<file path="src/rtl/score_bcd_sched.sv">
// Shared iterative double-dabble converter arbitrating live score and high score.
// Optional leading-zero blank masks are built when SCORE_BCD_BLANK_EN is defined.
module score_bcd_sched #(
  parameter int BIN_W   = 14,
  parameter int DIGITS  = 4,
  parameter int SAT_VAL = 9999
) (
  input  logic                  Clk,
  input  logic                  Reset,
  input  logic                  score_req,
  input  logic [BIN_W-1:0]      score_bin,
  output logic                  score_ack,
  output logic [4*DIGITS-1:0]   score_bcd,
  input  logic                  hiscore_req,
  input  logic [BIN_W-1:0]      hiscore_bin,
  output logic                  hiscore_ack,
  output logic [4*DIGITS-1:0]   hiscore_bcd,
  output logic                  busy,
  output logic [DIGITS-1:0]     score_blank,
  output logic [DIGITS-1:0]     hiscore_blank,
  output logic [1:0]            dbg_state
);

  // Handshake: a requester holds req high until it sees its one-cycle ack;
  // its req is ignored by the arbiter during that ack cycle.

  typedef enum logic [1:0] {IDLE = 2'd0, CONV = 2'd1, DONE = 2'd2} state_t;

  localparam int                CNT_W = $clog2(BIN_W + 1);
  localparam logic [BIN_W-1:0]  SAT_V = BIN_W'(SAT_VAL);

  state_t                    state_q, state_d;
  logic [BIN_W-1:0]          bin_q;
  logic [4*DIGITS-1:0]       bcd_q, bcd_adj;
  logic [4*DIGITS+BIN_W-1:0] shift_d;
  logic [CNT_W-1:0]          cnt_q;
  logic                      owner_hi_q, last_hi_q;
  logic                      score_ack_q, hiscore_ack_q;
  logic [4*DIGITS-1:0]       score_bcd_q, hiscore_bcd_q;
  logic                      s_pend, h_pend, grant, grant_hi, last_iter;
  logic [BIN_W-1:0]          grant_bin;

  assign s_pend = score_req & ~score_ack_q;
  assign h_pend = hiscore_req & ~hiscore_ack_q;

  always_ff @(posedge Clk) begin
    if (Reset) state_q <= IDLE;
    else       state_q <= state_d;
  end

  always_comb begin
    state_d = state_q;
    case (state_q)
      IDLE:    if (s_pend || h_pend) state_d = CONV;
      CONV:    if (last_iter) state_d = DONE;
      DONE:    state_d = IDLE;
      default: state_d = IDLE;
    endcase
  end

  // Both pending: high score wins only if score was the previous grantee.
  always_comb begin
    busy      = (state_q != IDLE);
    grant     = (state_q == IDLE) && (s_pend || h_pend);
    grant_hi  = h_pend && (!s_pend || !last_hi_q);
    last_iter = (state_q == CONV) && (cnt_q == CNT_W'(BIN_W - 1));
    grant_bin = grant_hi ? hiscore_bin : score_bin;
    if (grant_bin > SAT_V) grant_bin = SAT_V;
  end

  always_comb begin
    bcd_adj = '0;
    for (int d = 0; d < DIGITS; d++) begin
      if (bcd_q[4*d +: 4] >= 4'd5) bcd_adj[4*d +: 4] = bcd_q[4*d +: 4] + 4'd3;
      else                         bcd_adj[4*d +: 4] = bcd_q[4*d +: 4];
    end
    shift_d = {bcd_adj[4*DIGITS-2:0], bin_q, 1'b0};
  end

  always_ff @(posedge Clk) begin
    if (Reset) begin
      bin_q         <= '0;
      bcd_q         <= '0;
      cnt_q         <= '0;
      owner_hi_q    <= 1'b0;
      last_hi_q     <= 1'b1;
      score_ack_q   <= 1'b0;
      hiscore_ack_q <= 1'b0;
      score_bcd_q   <= '0;
      hiscore_bcd_q <= '0;
    end else begin
      score_ack_q   <= 1'b0;
      hiscore_ack_q <= 1'b0;
      if (grant) begin
        bin_q      <= grant_bin;
        bcd_q      <= '0;
        cnt_q      <= '0;
        owner_hi_q <= grant_hi;
      end
      if (state_q == CONV) begin
        bcd_q <= shift_d[4*DIGITS+BIN_W-1:BIN_W];
        bin_q <= shift_d[BIN_W-1:0];
        cnt_q <= cnt_q + 1'b1;
      end
      if (state_q == DONE) begin
        last_hi_q <= owner_hi_q;
        if (owner_hi_q) begin
          hiscore_bcd_q <= bcd_q;
          hiscore_ack_q <= 1'b1;
        end else begin
          score_bcd_q <= bcd_q;
          score_ack_q <= 1'b1;
        end
      end
    end
  end

`ifdef SCORE_BCD_BLANK_EN
  localparam logic [DIGITS-1:0] BLANK_ZERO = {{(DIGITS-1){1'b1}}, 1'b0};
  logic [DIGITS-1:0] blank_d, score_blank_q, hiscore_blank_q;
  logic              all_zero;

  // A digit blanks only when it and every more significant digit are zero.
  always_comb begin
    blank_d  = '0;
    all_zero = 1'b1;
    for (int i = DIGITS - 1; i >= 1; i--) begin
      all_zero   = all_zero & (bcd_q[4*i +: 4] == 4'd0);
      blank_d[i] = all_zero;
    end
  end

  always_ff @(posedge Clk) begin
    if (Reset) begin
      score_blank_q   <= BLANK_ZERO;
      hiscore_blank_q <= BLANK_ZERO;
    end else if (state_q == DONE) begin
      if (owner_hi_q) hiscore_blank_q <= blank_d;
      else            score_blank_q   <= blank_d;
    end
  end

  assign score_blank   = score_blank_q;
  assign hiscore_blank = hiscore_blank_q;
`else
  assign score_blank   = '0;
  assign hiscore_blank = '0;
`endif

  assign score_ack   = score_ack_q;
  assign hiscore_ack = hiscore_ack_q;
  assign score_bcd   = score_bcd_q;
  assign hiscore_bcd = hiscore_bcd_q;
  assign dbg_state   = state_q;

endmodule

</file>
<file path="config.mk">
export PLATFORM = sky130hd
export DESIGN_NAME = score_bcd_sched
export DESIGN_NICKNAME = d
export VERILOG_FILES = /design/src/rtl/score_bcd_sched.sv
export SDC_FILE = /design/constraint.sdc
export NUM_CORES = 1
export LEC_CHECK = 0
export CAP_MARGIN = 20
export CELL_PAD_IN_SITES_DETAIL_PLACEMENT = 1
export CELL_PAD_IN_SITES_GLOBAL_PLACEMENT = 2
export CORE_MARGIN = 4
export CORE_UTILIZATION = 30
export CTS_BUF_LIST = sky130_fd_sc_hd__clkbuf_16
export DETAILED_ROUTE_END_ITERATION = 10
export GPL_TIMING_DRIVEN = 0
export HOLD_SLACK_MARGIN = 0.1
export PLACE_DENSITY_LB_ADDON = 0.1
export SYNTH_ARGS = -nofsm -noshare
export SYNTH_HDL_FRONTEND = slang
export SYNTH_SLANG_ARGS = --single-unit
</file>
<file path="constraint.sdc">
create_clock -name Clk -period 2 [get_ports Clk]
set_input_delay 0.3 -clock Clk [delete_from_list [all_inputs] [get_ports Clk]]
set_output_delay 0.3 -clock Clk [all_outputs]
set_load 0.03 [all_outputs]
</file>
==> flow_summary.json, run 1 <==
{
  "outcome": "finished clean",
  "synth_mux_area_frac": 0.0538,
  "synth-seq-area-share": 0.430,
  "cts_sinks": 72,
  "p_seq_frac": 0.432,
  "cp_data_required_time_ps": 2190,
  "synth_area_per_cell_um2": 9.52,
  "fmaxAchievable_ghz": 0.544,
  "clk_latency_ps": 330,
  "grtUsageMet2": 0.250,
  "io_pins": 77,
  "antenna_found_initial": 0,
  "synth_top_family_by_area": "compound AO/OA/AOI/OAI gates",
  "portBuffers": 68,
  "p_leak_nw": 1.70,
  "post-cts-setup-buffers": 0,
  "clock_skew_ps": 4.40,
  "syn_area_um2": 3350,
  "final_cells": 583,
  "period_needed_ps": 1840,
  "numCtsBuffers": 9,
  "cp_data_arrival_time_ps": 2030,
  "setup_viol": 0,
  "cts_root_buf": "clkbuf_16",
  "critPathMaxFanout": 10,
  "switchingPower_w": 0.000867,
  "wl_per_cell_um": 16.6,
  "met1_usage": 0.211,
  "num_vias": 2924,
  "drive_above_1_share": 0.124,
  "drt_wl_total_um": 9650,
  "grtUsageMet3": 0.0446,
  "drc": 0,
  "start_util": 0.308,
  "drtAntennaViolNets": 0,
  "synth.area.top_cells": "dfxtp_1 43%, a22o_1 6.8%, mux2i_1 5.4%, nand2_1 4.9%, a21oi_1 4.3%",
  "synth_xor_area_frac": 0.0105,
  "crit_path_start_kind": "input pin",
  "core_area_um2": 10900,
  "drv_slew": 0,
  "vias_per_cell": 5.02,
  "grt_start_max_net_pins": 13,
  "yosysWarnings": 0,
  "num_antenna_cells": 0,
  "rsz0062_at_grt": "no",
  "grt_overflow": 0,
  "synthSimpleGateAreaFrac": 0.145,
  "clockPowerShare": 0.453,
  "die-area_um2": 12900,
  "synthDistinctLibCells": 55,
  "grt_pass1_wl_um": 16000,
  "cp-end-kind": "register",
  "cts.path.max_buffers": 2,
  "synth-compound-area-share": 0.249,
  "fin_ws_ps": 162,
  "p_sw_frac": 0.250,
  "drt_iter0_markers": 117,
  "dp_hpwl_um": 7300,
  "top_usage_layer": "met2",
  "path_clk_slew_ps": 60,
  "hold_buffers": 0,
  "min_period_over_period": 0.919,
  "slew_headroom": 0.563,
  "synth_top_area_cell": "dfxtp_1",
  "internal-power_w": 0.00260,
  "combPwrFrac": 0.115,
  "hold_viol_final": 0,
  "power.density_nw_per_um2": 767,
  "ir_drop_v": 0.000408,
  "gp_congestion": 0.743,
  "htreeDepth": 3,
  "placed_cells": 567,
  "utilization": 0.416,
  "cts_tree": "done",
  "dr.pass1.iters": 4,
  "synth_cells": 352,
  "area_growth_pct": 35.0,
  "num_rows": 38,
  "tightest_slew_ps": 651,
  "die-height_um": 114,
  "die_x_um": 114,
  "first_global_vias": 3083,
  "fin_nets": 480,
  "whs_ps": 454,
  "pre_cts_slack_ps": -203,
  "grt_util_all_layers": 0.157,
  "synth_top_area_share": 0.430,
  "synthAdderAreaFrac": 0.0373,
  "cts_resized": 0,
  "hold_path.class": "reg -> reg",
  "crit_type": "in -> reg",
  "ys_ff_latch": 72,
  "cap_violations": 0
}
Yosys cell counts (all sizes together):
cell type	number
dfxtp	72
nand2	45
a21oi	30
a22o	26
buf	26
mux2i	18
nor2	12
inv	11
ha	10
o21ai	10
o32ai	9
and2	8
a31oi	7
nand2b	7
a211oi	6
a2bb2oi	6
a311oi	6
nand3	6
xnor2	4
clkbuf	3
o2bb2ai	3
a22oi	2
a32o	2
and2b	2
and3	2
nand3b	2
nor2b	2
nor3	2
nor3b	2
nor4	2
a21boi	1
clkinv	1
conb	1
o211ai	1
o21a	1
o21bai	1
o311ai	1
o31ai	1
or3	1
registers in the layout, summed over array words and instances (netlist names), 2 cells and up:
signal,flops
bcd_q,16
hiscore_bcd,16
score_bcd,16
bin_q,14
cnt_q,4
dbg_state,2
cell usage in the layout, fill, tap and decap left out, drive strengths merged, types with 2 or more instances in the layout:
| master | Yosys | final |
|---|---|---|
| a211oi | 6 | 6 |
| a21oi | 30 | 30 |
| a22o | 26 | 26 |
| a22oi | 2 | 2 |
| a2bb2oi | 6 | 6 |
| a311oi | 6 | 6 |
| a31oi | 7 | 7 |
| a32o | 2 | 2 |
| and2 | 8 | 8 |
| and2b | 2 | 2 |
| and3 | 2 | 2 |
| buf | 26 | 26 |
| clkbuf | 3 | 12 |
| clkdlybuf4s50 | 0 | 67 |
| clkinv | 1 | 5 |
| conb | 1 | 8 |
| dfxtp | 72 | 72 |
| ha | 10 | 10 |
| inv | 11 | 12 |
| mux2i | 18 | 18 |
| nand2 | 45 | 45 |
| nand2b | 7 | 7 |
| nand3 | 6 | 6 |
| nand3b | 2 | 2 |
| nor2 | 12 | 12 |
| nor2b | 2 | 2 |
| nor3 | 2 | 2 |
| nor3b | 2 | 2 |
| nor4 | 2 | 2 |
| o21ai | 10 | 10 |
| o2bb2ai | 3 | 3 |
| o32ai | 9 | 9 |
| xnor2 | 4 | 4 |
final timing paths:
check	from	endpoint	slack [ps]	depth (start not counted)
worst max-delay path	Reset	bin_q[7]$_SDFFE_PP0P_	160	4
worst min register to register	score_bcd[6]$_SDFFE_PP0P_	score_bcd[6]$_SDFFE_PP0P_	450	2
worst min-delay path	score_bcd[6]$_SDFFE_PP0P_	score_bcd[6]$_SDFFE_PP0P_	450	2
worst max register to register	dbg_state[0]$_SDFFE_PP0P_	bcd_q[11]$_SDFFE_PP0P_	380	5
kinds of logic after synthesis:
logic type	after synthesis
AO/OA/AOI/OAI	113
AND/OR/NAND/NOR	93
flip-flops	72
buffers and inverters	41
multiplexers	18
adder cells (fa/ha/maj)	10
XOR/XNOR	4
other	1
per-stage QoR:
step / total power (W) / TNS [ps] / cell area (µm²)
2_1_floorplan: 0.00177 / 0 / 3380
3_3_place_gp: 0.00192 / -2360 / 4230
3_5_place_dp: 0.00193 / -3400 / 4230
4_1_cts: 0.00351 / 0 / 4520
5_1_grt: 0.00362 / 0 / 4530
6_report: 0.00347 / 0 / 4530
per-layer routing:
metal	up-vias	part of all wire
met5	-	0
li1	1440	-
met3	10	0.044
met2	55	0.46
met4	0	0.011
met1	1419	0.49
worst max-delay path, stage by stage:
cell	delay (ps)
clkdlybuf4s50_1	630
clkbuf_1	440
buf_1	500
o32ai_1	150
layout make-up:
cell class,count,area [µm²]
fill,1269,6360
multi-input combinational,246,1690
sequential,72,1440
timing repair buffer,68,683
clock buffer,9,225
buffer,29,201
tap,140,175
clock inverter,7,63.8
inverter,12,45.0
power groups by stage:
stage / combinational (W) / sequential, W / clock [W]
6_report: 0.000400 / 0.00150 / 0.00157
3_3_place_gp: 0.000393 / 0.00153 / 0
5_1_grt: 0.000436 / 0.00150 / 0.00168
2_1_floorplan: 0.000248 / 0.00152 / 0
3_5_place_dp: 0.000402 / 0.00153 / 0
4_1_cts: 0.000403 / 0.00150 / 0.00161
(Power assumes the default switching activity.)
==> inputs of run 2 (changes only) <==
--- a/config.mk
+++ b/config.mk
@@ -13,7 +13,6 @@
 export CTS_BUF_LIST = sky130_fd_sc_hd__clkbuf_16
 export DETAILED_ROUTE_END_ITERATION = 10
 export GPL_TIMING_DRIVEN = 0
-export HOLD_SLACK_MARGIN = 0.1
 export PLACE_DENSITY_LB_ADDON = 0.1
 export SYNTH_ARGS = -nofsm -noshare
 export SYNTH_HDL_FRONTEND = slang
==> constraint.sdc (replaced) <==
create_clock -name Clk -period 1.9 [get_ports Clk]
set_input_delay 0.285 -clock Clk [delete_from_list [all_inputs] [get_ports Clk]]
set_output_delay 0.285 -clock Clk [all_outputs]
set_load 0.03 [all_outputs]
==> run 2 against run 1 <==
Compared with the run above:
- flip-flop and latch count unchanged
- critical path depth decreased by 3
- clock skew about the same
- count of clock-buffer cells in the layout unchanged
- via count increased by 0.10%
- die area unchanged
- combinational power increased by 5.5%
==> flow_summary.json, run 2 (synthesis gave the netlist of run 1 again) <==
{
  "switchingPower_w": 0.000916,
  "p_seq_frac": 0.431,
  "cts_root_buf": "clkbuf_16",
  "setup_viol": 0,
  "start_util": 0.308,
  "min_from": "score_bcd[6]$_SDFFE_PP0P_",
  "critPathBufInv": 1,
  "grt_start_max_net_pins": 13,
  "grt_util_all_layers": 0.157,
  "drive_above_1_share": 0.129,
  "dr.pass1.iters": 4,
  "crit_type": "reg -> out",
  "vias_per_cell": 5.02,
  "crit_chain": "clkdlybuf4s50_1",
  "nFillCells": 1267,
  "drc": 0,
  "rsz0062_at_grt": "no",
  "grt_pass1_wl_um": 16000,
  "htreeDepth": 3,
  "multi_input_comb_area_um2": 1690,
  "drt_wl_total_um": 9660,
  "crit_path_start_kind": "register",
  "tightest_slew_ps": 621,
  "slew_headroom": 0.583,
  "core_area_um2": 10900,
  "final_cells": 583,
  "clk_latency_ps": 330,
  "die-area_um2": 12900,
  "antenna_found_initial": 0,
  "fin_setup_tns_ps": 0,
  "dp_hpwl_um": 7300,
  "cts_sinks": 72,
  "drtAntennaViolNets": 0,
  "final_common_cell": "dfxtp_1",
  "critical_path_depth": 1,
  "utilization": 0.416,
  "numCtsBuffers": 9,
  "internal-power_w": 0.00274,
  "post-cts-setup-buffers": 0,
  "outcome": "finished clean",
  "cts.path.max_buffers": 2,
  "hold_viol_final": 0,
  "postPlaceCellArea_um2": 4230,
  "clock_skew_ps": 4.37,
  "path_clk_slew_ps": 60,
  "min_period_over_period": 0.953,
  "gp_congestion": 0.743,
  "cap_violations": 0,
  "period_needed_ps": 1810,
  "num_antenna_cells": 0,
  "portBuffers": 68,
  "area_growth_pct": 35.0,
  "cts_tree": "done",
  "regArea_um2": 1440,
  "power.density_nw_per_um2": 808,
  "cp-end-kind": "output pin",
  "clockPowerShare": 0.454,
  "crit_family": "buffers and inverters",
  "p_sw_frac": 0.251,
  "die_x_um": 114,
  "critPathSlowestCell": "clkdlybuf4s50_1",
  "hold_buffers": 0,
  "io_pins": 77,
  "die-height_um": 114,
  "p_leak_nw": 1.69,
  "ff2ff_setup_slack_ps": 240,
  "num_vias": 2927,
  "fin_nets": 480,
  "grt_overflow": 0,
  "reg2reg_depth": 5,
  "combPwrFrac": 0.115,
  "drv_slew": 0,
  "ir_drop_v": 0.000431,
  "drt_iter0_markers": 115,
  "cp_slowest_stage_delay_ps": 730,
  "critPathMaxFanout": 7,
  "cp_data_arrival_time_ps": 1530,
  "wl_per_cell_um": 16.6,
  "whs_ps": 454,
  "first_global_vias": 3083,
  "hold_path.class": "reg -> reg",
  "hold-path-cell-count": 2,
  "hold_end": "score_bcd[6]$_SDFFE_PP0P_",
  "cp_data_required_time_ps": 1620,
  "placed_cells": 567,
  "r2r-start": "dbg_state[0]$_SDFFE_PP0P_",
  "num_rows": 38,
  "final_cell_area_um2": 4520,
  "fmaxAchievable_ghz": 0.552,
  "r2r-end": "bcd_q[11]$_SDFFE_PP0P_",
  "layout_common_cells": "72 x dfxtp_1, 67 x clkdlybuf4s50_1, 44 x nand2_1, 29 x a21oi_1, 26 x a22o_1"
}
## run 2: changes by cell type in the layout (fill, tap and decap cells not counted)
cell / before / now
clkbuf_1: 3 / 2
dlymetal6s2s_1: 1 / 0
buf_1: 2 / 1
clkbuf_2: 0 / 2
dlygate4sd2_1: 0 / 1
## run 2: through the flow
step	setup WS, ps	total power, W
after floorplan	369	0.00186
after global placement	-256	0.00202
after detailed placement	-288	0.00203
after CTS	64.6	0.00370
after global routing	6.03	0.00381
final	89.9	0.00366
## run 2: per-layer routing
layer  vias to the layer above  wire (µm)  global-route usage
li1                       1438          -                   -
met1                      1426       4780               0.211
met2                        53       4380               0.250
met3                        10        403              0.0446
met4                         0         96              0.0393
met5                         -          0                   0
## run 2: area by class of cell
type	instances	area share
clock buffer	9	0.0498
sequential	72	0.319
clock inverter	7	0.0141
timing repair buffer	68	0.150
tap	140	0.0387
inverter	12	0.00996
multi-input combinational	246	0.374
buffer	29	0.0451
## run 2: repair_timing
action | CTS | global route
gates cloned | 0 | 0
pin swaps | 0 | 0
gates resized for setup | 1 | 3
endpoints found under the setup margin | 1 | 8
endpoints found under the hold margin | 0 | 0
## run 2: worst min-delay path, stage by stage, from the launching register on
cell     delay [ps]
dfxtp_1         310
nand2_1          50
a21oi_1          50
## run 2: worst max path at each step
stage,from,end,slack [ps]
floorplan,score_ack$_SDFF_PP0_,bin_q[10]$_SDFFE_PP0P_,370
global placement,Reset,bin_q[7]$_SDFFE_PP0P_,-260
detailed placement,Reset,bin_q[7]$_SDFFE_PP0P_,-290
CTS,Reset,bin_q[7]$_SDFFE_PP0P_,60
global route,dbg_state[1]$_SDFFE_PP0P_,dbg_state[1],6
finish,dbg_state[0]$_SDFFE_PP0P_,dbg_state[0],90
## run 2: power groups by stage
stage	clock network, W	logic [W]	registers, W
detailed placement	0	0.000423	0.00161
floorplan	0	0.000261	0.00160
CTS	0.00170	0.000423	0.00158
global route	0.00177	0.000458	0.00158
global placement	0	0.000413	0.00161
finish	0.00166	0.000422	0.00158
==> inputs of run 3 (changes only) <==
--- a/config.mk
+++ b/config.mk
@@ -12,6 +12,7 @@
 export CORE_UTILIZATION = 30
 export CTS_BUF_LIST = sky130_fd_sc_hd__clkbuf_16
 export DETAILED_ROUTE_END_ITERATION = 10
+export GPL_ROUTABILITY_DRIVEN = 1
 export GPL_TIMING_DRIVEN = 0
 export PLACE_DENSITY_LB_ADDON = 0.1
 export SYNTH_ARGS = -nofsm -noshare
==> results of run 3 <==
Same layout as run 2: the final DEF is identical, and so are final timing and power.
